==> src/rtl/fault_detect_sequencer.sv <==
// Self-checking stimulus sequencer for a stuck-at fault circuit pair: steps {A,B,C}
// through 000..111, samples F0^F1 after a settle window and records detecting vectors.
module fault_detect_sequencer #(
  parameter int unsigned SETTLE_CYCLES = 2  // legal range 1..15
) (
  input  logic       clk,
  input  logic       rst_n,
  input  logic       start,
  output logic       A,
  output logic       B,
  output logic       C,
  input  logic       F0,
  input  logic       F1,
  output logic       busy,
  output logic       done,
  output logic       fault_detected,
  output logic [7:0] detect_mask,
  output logic [3:0] detect_count,
  output logic [2:0] first_vector,
  output logic       first_valid,
  output logic [1:0] state_dbg
);

  typedef enum logic [1:0] {
    IDLE   = 2'd0,
    SETTLE = 2'd1,
    SAMPLE = 2'd2,
    DONE   = 2'd3
  } state_t;

  // Counter runs LOAD..0 so SETTLE lasts exactly SETTLE_CYCLES cycles.
  localparam logic [3:0] CNT_LOAD = 4'(SETTLE_CYCLES - 1);

  state_t     state;
  state_t     state_nxt;
  logic [2:0] pattern;
  logic [3:0] cnt;
  logic       run_go;
  logic       mismatch;

  assign run_go   = ((state == IDLE) || (state == DONE)) && start;
  assign mismatch = F0 ^ F1;

  always_ff @(posedge clk or negedge rst_n) begin
    if (!rst_n) state <= IDLE;
    else        state <= state_nxt;
  end

  always_comb begin
    state_nxt = state;
    case (state)
      IDLE, DONE: if (start) state_nxt = SETTLE;
      SETTLE:     if (cnt == 4'd0) state_nxt = SAMPLE;
      SAMPLE:     state_nxt = (pattern == 3'b111) ? DONE : SETTLE;
      default:    state_nxt = IDLE;
    endcase
  end

  always_comb begin
    busy      = (state == SETTLE) || (state == SAMPLE);
    done      = (state == DONE);
    state_dbg = state;
  end

  always_ff @(posedge clk or negedge rst_n) begin
    if (!rst_n) begin
      pattern        <= 3'd0;
      cnt            <= 4'd0;
      detect_mask    <= 8'd0;
      detect_count   <= 4'd0;
      fault_detected <= 1'b0;
      first_vector   <= 3'd0;
      first_valid    <= 1'b0;
    end else if (run_go) begin
      pattern        <= 3'd0;
      cnt            <= CNT_LOAD;
      detect_mask    <= 8'd0;
      detect_count   <= 4'd0;
      fault_detected <= 1'b0;
      first_vector   <= 3'd0;
      first_valid    <= 1'b0;
    end else if (state == SETTLE) begin
      if (cnt != 4'd0) cnt <= cnt - 4'd1;
    end else if (state == SAMPLE) begin
      if (mismatch) begin
        detect_mask[pattern] <= 1'b1;
        detect_count         <= detect_count + 4'd1;
        fault_detected       <= 1'b1;
        if (!first_valid) begin
          first_vector <= pattern;
          first_valid  <= 1'b1;
        end
      end
      // The last vector stays on the pins through DONE.
      if (pattern != 3'b111) begin
        pattern <= pattern + 3'd1;
        cnt     <= CNT_LOAD;
      end
    end
  end

  assign {A, B, C} = pattern;

endmodule

==> config.mk <==
export PLATFORM = sky130hd
export DESIGN_NAME = fault_detect_sequencer
export DESIGN_NICKNAME = d
export VERILOG_FILES = /design/src/rtl/fault_detect_sequencer.sv
export SDC_FILE = /design/constraint.sdc
export NUM_CORES = 1
export LEC_CHECK = 0
export ABC_CLOCK_PERIOD_IN_PS = 1680
export CORE_MARGIN = 10
export CORE_UTILIZATION = 27
export DETAILED_ROUTE_END_ITERATION = 8
export PLACE_DENSITY_LB_ADDON = 0.3
export SLEW_MARGIN = 15
export SYNTH_ARGS = -nofsm -noshare
export SYNTH_HDL_FRONTEND = slang
export SYNTH_SLANG_ARGS = --single-unit
==> constraint.sdc <==
create_clock -name clk -period 1.68 [get_ports clk]
set_input_delay 0.336 -clock clk [delete_from_list [all_inputs] [get_ports clk]]
set_output_delay 0.336 -clock clk [all_outputs]
set_load 0.1 [all_outputs]
==> results of run 1 <==
-- worst max path at each step --
stage                 start               to  slack [ns]  cells after the start
6_report       state_dbg[1]             busy      -0.001                      3
5_1_grt        state_dbg[1]             busy       -0.05                      3
4_1_cts        state_dbg[1]             busy      -0.006                      3
3_5_place_dp             F1  first_vector[2]       -0.11                      4
3_3_place_gp             F1  first_vector[0]       -0.08                      4
2_1_floorplan  state_dbg[0]   detect_mask[7]       -0.14                      7
-- power by group --
group	total (mW)	switching [mW]	internal, mW
Combinational	3.01	1.83	1.19
Sequential	0.951	0.177	0.775
Clock	0.350	0.181	0.169
Total	4.31	2.18	2.13
-- layer usage --
metal | GRT usage | part of all wire
met1 | 0.0949 | 0.40
met2 | 0.170 | 0.54
met3 | 0.0248 | 0.050
met4 | 0.0396 | 0.011
met5 | 0 | 0
-- cells by family (layout without fill, tap and decap cells) --
group	after synthesis	after routing	synth area share
buffers and inverters	13	58	0.0453
and+or+nand+nor	38	38	0.161
muxes	3	3	0.0246
DFF	25	25	0.492
AOI/OAI and AO/OA	30	30	0.174
xor gates and xnor gates	2	2	0.0138
adders and majority gates	9	9	0.0886
-- cells in the mapped netlist --
cell	n
sky130_fd_sc_hd__a21o_1	1
sky130_fd_sc_hd__a21oi_1	5
sky130_fd_sc_hd__a22o_1	4
sky130_fd_sc_hd__a31oi_1	6
sky130_fd_sc_hd__a32o_1	5
sky130_fd_sc_hd__a41o_1	1
sky130_fd_sc_hd__and2_1	1
sky130_fd_sc_hd__and3_1	1
sky130_fd_sc_hd__buf_2	1
sky130_fd_sc_hd__buf_4	2
sky130_fd_sc_hd__clkbuf_1	2
sky130_fd_sc_hd__dfrtp_1	25
sky130_fd_sc_hd__ha_1	9
sky130_fd_sc_hd__inv_1	8
sky130_fd_sc_hd__mux2_2	1
sky130_fd_sc_hd__mux2i_1	2
sky130_fd_sc_hd__nand2_1	4
sky130_fd_sc_hd__nand2b_1	6
sky130_fd_sc_hd__nand3_1	4
sky130_fd_sc_hd__nand4_1	1
sky130_fd_sc_hd__nand4b_1	1
sky130_fd_sc_hd__nor2_1	8
sky130_fd_sc_hd__nor2_2	2
sky130_fd_sc_hd__nor2b_1	4
sky130_fd_sc_hd__nor3_1	4
sky130_fd_sc_hd__nor4_1	1
sky130_fd_sc_hd__o21a_1	1
sky130_fd_sc_hd__o21ai_0	3
sky130_fd_sc_hd__o31a_1	1
sky130_fd_sc_hd__o31ai_1	1
sky130_fd_sc_hd__o32ai_1	1
sky130_fd_sc_hd__o41ai_1	1
sky130_fd_sc_hd__or3_4	1
sky130_fd_sc_hd__xnor2_1	1
sky130_fd_sc_hd__xor2_1	1
-- cell type report --
cell class                      instances  area share
Multi-Input combinational cell         82       0.322
Clock buffer                            4      0.0209
Tap cell                               52      0.0303
Inverter                                8      0.0157
Sequential cell                        25       0.300
Timing Repair Buffer                   46       0.311
-- critical path: cells and delay by family (launching register included) --
| family | cells | cell delay [ns] |
|---|---|---|
| fa+ha+maj | 1 | 0.31 |
| buf+inv | 2 | 0.27 |
| flops | 1 | 0.51 |
-- sequential cells by signal, summed over array words and instances (netlist names) --
register and flops:
detect_mask 8, first_vector 3, cnt 4, detect_count 4, state_dbg 2, first_valid 1
pattern 3
-- repair_timing --
item | CTS | global route
pin swaps | 1 | 2
setup buffers | 4 | 0
gates resized for setup | 0 | 3
gates cloned | 0 | 0
setup endpoints to repair | 1 | 6
==> flow_summary.html, run 1 <==
<table>
<tr><th>Metric</th><th>Value</th></tr>
<tr><th colspan="2">Timing</th></tr>
<tr><td>Top achievable clock speed</td><td>595 MHz</td></tr>
<tr><td>Count of final setup violators</td><td>1</td></tr>
<tr><td>Transition time at the pin with the least slew margin</td><td>0.344 ns</td></tr>
<tr><td>Final Hold Vio Count</td><td>0</td></tr>
<tr><td>Setup tns final</td><td>-0.00146 ns</td></tr>
<tr><td>Max-slew violations</td><td>0</td></tr>
<tr><td>Crit path time final</td><td>between 1.5 and 2 ns</td></tr>
<tr><td>Final hold slack</td><td>0.435 ns</td></tr>
<tr><td>Clock Skew</td><td>0.00317 ns</td></tr>
<tr><td>Worst Slack Setup Final</td><td>-0.00146 ns</td></tr>
<tr><td>Headroom to the max-slew limit</td><td>0.769</td></tr>
<tr><td>Setup repair after global routing missed its margin</td><td>yes</td></tr>
<tr><td>Part of the cycle the worst path needs</td><td>1.00</td></tr>
<tr><th colspan="2">Power and ir drop</th></tr>
<tr><td>Power per cell area</td><td>2010 mW/mm^2</td></tr>
<tr><td>Worst VDD drop</td><td>0.871 mV</td></tr>
<tr><td>Power consumption</td><td>4.31 mW</td></tr>
<tr><td>Leakage power</td><td>0.953 nW</td></tr>
<tr><th colspan="2">Floorplanning</th></tr>
<tr><td>Vertical die dimension</td><td>88.6 um</td></tr>
<tr><td>Horizontal die dimension</td><td>88.6 um</td></tr>
<tr><td>Area of the core</td><td>about 0.0044 mm^2</td></tr>
<tr><td>Number of I/O pins</td><td>29</td></tr>
<tr><td>Placement row count</td><td>24</td></tr>
<tr><td>Initial core utilization</td><td>0.286</td></tr>
<tr><td>Die area</td><td>~0.0079 mm^2</td></tr>
<tr><th colspan="2">Critical path</th></tr>
<tr><td>Crit path cell chain</td><td>ha_4 -&gt; clkinvlp_4 -&gt; buf_12</td></tr>
<tr><td>Cell with the largest stage delay on the worst path</td><td>sky130_fd_sc_hd__dfrtp_4</td></tr>
<tr><td>Number of cells traversed by the worst register-to-register path</td><td>4</td></tr>
<tr><td>Critical setup path kind</td><td>flip-flop to primary output</td></tr>
<tr><td>Endpoint type of the worst setup path</td><td>primary output</td></tr>
<tr><td>Capture point of the worst reg-to-reg path</td><td>first_vector[2]</td></tr>
<tr><td>CP Launch Type</td><td>flip-flop</td></tr>
<tr><td>Critical path's largest stage delay</td><td>0.51 ns</td></tr>
<tr><td>Endpoint required time on the critical path</td><td>1.34 ns</td></tr>
<tr><td>Worst R2R Setup Slack</td><td>0.07 ns</td></tr>
<tr><td>Top fanout value on the critical path</td><td>4</td></tr>
<tr><td>FF-to-FF Start</td><td>state_dbg[0]</td></tr>
<tr><td>Data arrival time of the worst path</td><td>approximately 1.4 ns</td></tr>
<tr><th colspan="2">Synth</th></tr>
<tr><td>Average size of a mapped cell</td><td>10.6 um^2</td></tr>
<tr><td>Synthesized net count</td><td>134</td></tr>
<tr><td>Register bit total from synthesis</td><td>25</td></tr>
<tr><td>Count of yosys warnings during synthesis</td><td>0</td></tr>
<tr><td>Post-synth top area cell</td><td>sky130_fd_sc_hd__dfrtp_1</td></tr>
<tr><td>Post-Syn Instances</td><td>120</td></tr>
<tr><td>Cell area after synthesis</td><td>0.00127 mm^2</td></tr>
<tr><td>Sequential area share after synthesis</td><td>0.492</td></tr>
<tr><td>Share of the synthesized area in the top cell type</td><td>0.492</td></tr>
<tr><td>Top area cells in the synthesized netlist</td><td>sky130_fd_sc_hd__dfrtp_1 49%, sky130_fd_sc_hd__ha_1 8.9%, sky130_fd_sc_hd__a32o_1 3.9%</td></tr>
<tr><td>Number of distinct library cell variants in the gate-level netlist after synthesis</td><td>35</td></tr>
<tr><th colspan="2">Routing</th></tr>
<tr><td>DR WL/cell</td><td>15.6 um</td></tr>
<tr><td>Iteration-0 DRC count of the detailed router</td><td>36</td></tr>
<tr><td>Via count normalized by instance count</td><td>5.06</td></tr>
<tr><td>Vias</td><td>between 1000 and 1500</td></tr>
<tr><td>Number of search-and-repair iterations in the first detailed-routing pass</td><td>4</td></tr>
<tr><td>Post-DRT Antenna Nets</td><td>0</td></tr>
<tr><td>Final Routed Wirelength</td><td>3.38 mm</td></tr>
<tr><td>DR DRC count</td><td>0</td></tr>
<tr><th colspan="2">Clocking</th></tr>
<tr><td>Clk buf depth</td><td>2</td></tr>
<tr><td>Clock tree from TritonCTS</td><td>built</td></tr>
<tr><td>Clock latency on the worst-skew pair</td><td>approximately 0.26 ns</td></tr>
<tr><td>Clock tree sinks</td><td>25</td></tr>
<tr><td>Clock edge transition at the registers on the reported setup and hold paths</td><td>0.08 ns</td></tr>
<tr><td>Total of hold buffers inserted after clock tree synthesis</td><td>0</td></tr>
<tr><td>H-tree depth</td><td>1</td></tr>
<tr><td>Number of buffers created by CTS</td><td>3</td></tr>
<tr><td>Clock root buffer</td><td>sky130_fd_sc_hd__clkbuf_8</td></tr>
<tr><th colspan="2">Place</th></tr>
<tr><td>Area post-placement</td><td>0.00206 mm^2</td></tr>
<tr><td>Detail Placement HPWL</td><td>around 2.7 mm</td></tr>
<tr><td>Final weighted congestion of routability-driven global placement</td><td>0.721</td></tr>
<tr><td>DP Worst Slack</td><td>-0.113 ns</td></tr>
<tr><td>Placed cells</td><td>209</td></tr>
<tr><td>Buffers added on ports</td><td>28</td></tr>
<tr><th colspan="2">Final layout</th></tr>
<tr><td>Final design instance area without fill</td><td>0.00215 mm^2</td></tr>
<tr><td>Number of inserted diodes</td><td>0</td></tr>
<tr><td>Final Util</td><td>0.484</td></tr>
<tr><td>Sequential cell area</td><td>646 um^2</td></tr>
<tr><td>Fillcell total</td><td>414</td></tr>
<tr><td>Leading cell type in the layout, fill and taps excluded</td><td>sky130_fd_sc_hd__buf_12</td></tr>
<tr><td>Most used cells in the layout excluding fill and tap cells</td><td>25 x sky130_fd_sc_hd__buf_12, 17 x sky130_fd_sc_hd__dfrtp_1, 17 x sky130_fd_sc_hd__buf_4</td></tr>
<tr><td>Number of non-filler instances in the completed layout</td><td>217</td></tr>
<tr><td>Area used by multi-input combinational logic</td><td>693 um^2</td></tr>
<tr><td>Share of layout cells above drive strength 1</td><td>0.467</td></tr>
<tr><td>NumNets Final</td><td>180</td></tr>
<tr><td>Post-synthesis to final-layout area growth</td><td>69.2%</td></tr>
<tr><th colspan="2">GRT</th></tr>
<tr><td>Vias in the first global route</td><td>1172</td></tr>
<tr><td>Grt total ovfl</td><td>0</td></tr>
<tr><td>Maximum number of pins on one net before global-route repair</td><td>26</td></tr>
<tr><td>GRT Overall Usage</td><td>0.0918</td></tr>
<tr><td>Initial antenna violation count</td><td>0</td></tr>
<tr><td>Wire length of the first global-routing pass</td><td>5.78 mm</td></tr>
<tr><th colspan="2">Run</th></tr>
<tr><td>Number of max-capacitance violations reported</td><td>0</td></tr>
<tr><th colspan="2">Outcome</th></tr>
<tr><td>Failing checks</td><td>setup timing</td></tr>
<tr><td>Status</td><td>complete, but fails checks</td></tr>
<tr><th colspan="2">Hold path</th></tr>
<tr><td>Class of the most critical hold timing path</td><td>input pin to async pin</td></tr>
</table>
No activity file was read; power rests on OpenSTA's default activity.
==> inputs of run 2 (changes only) <==
Settings changed: ABC_CLOCK_PERIOD_IN_PS 1680 to default.
==> results of run 2 <==
The final DEF is identical to that of run 1; final timing and power are the same.
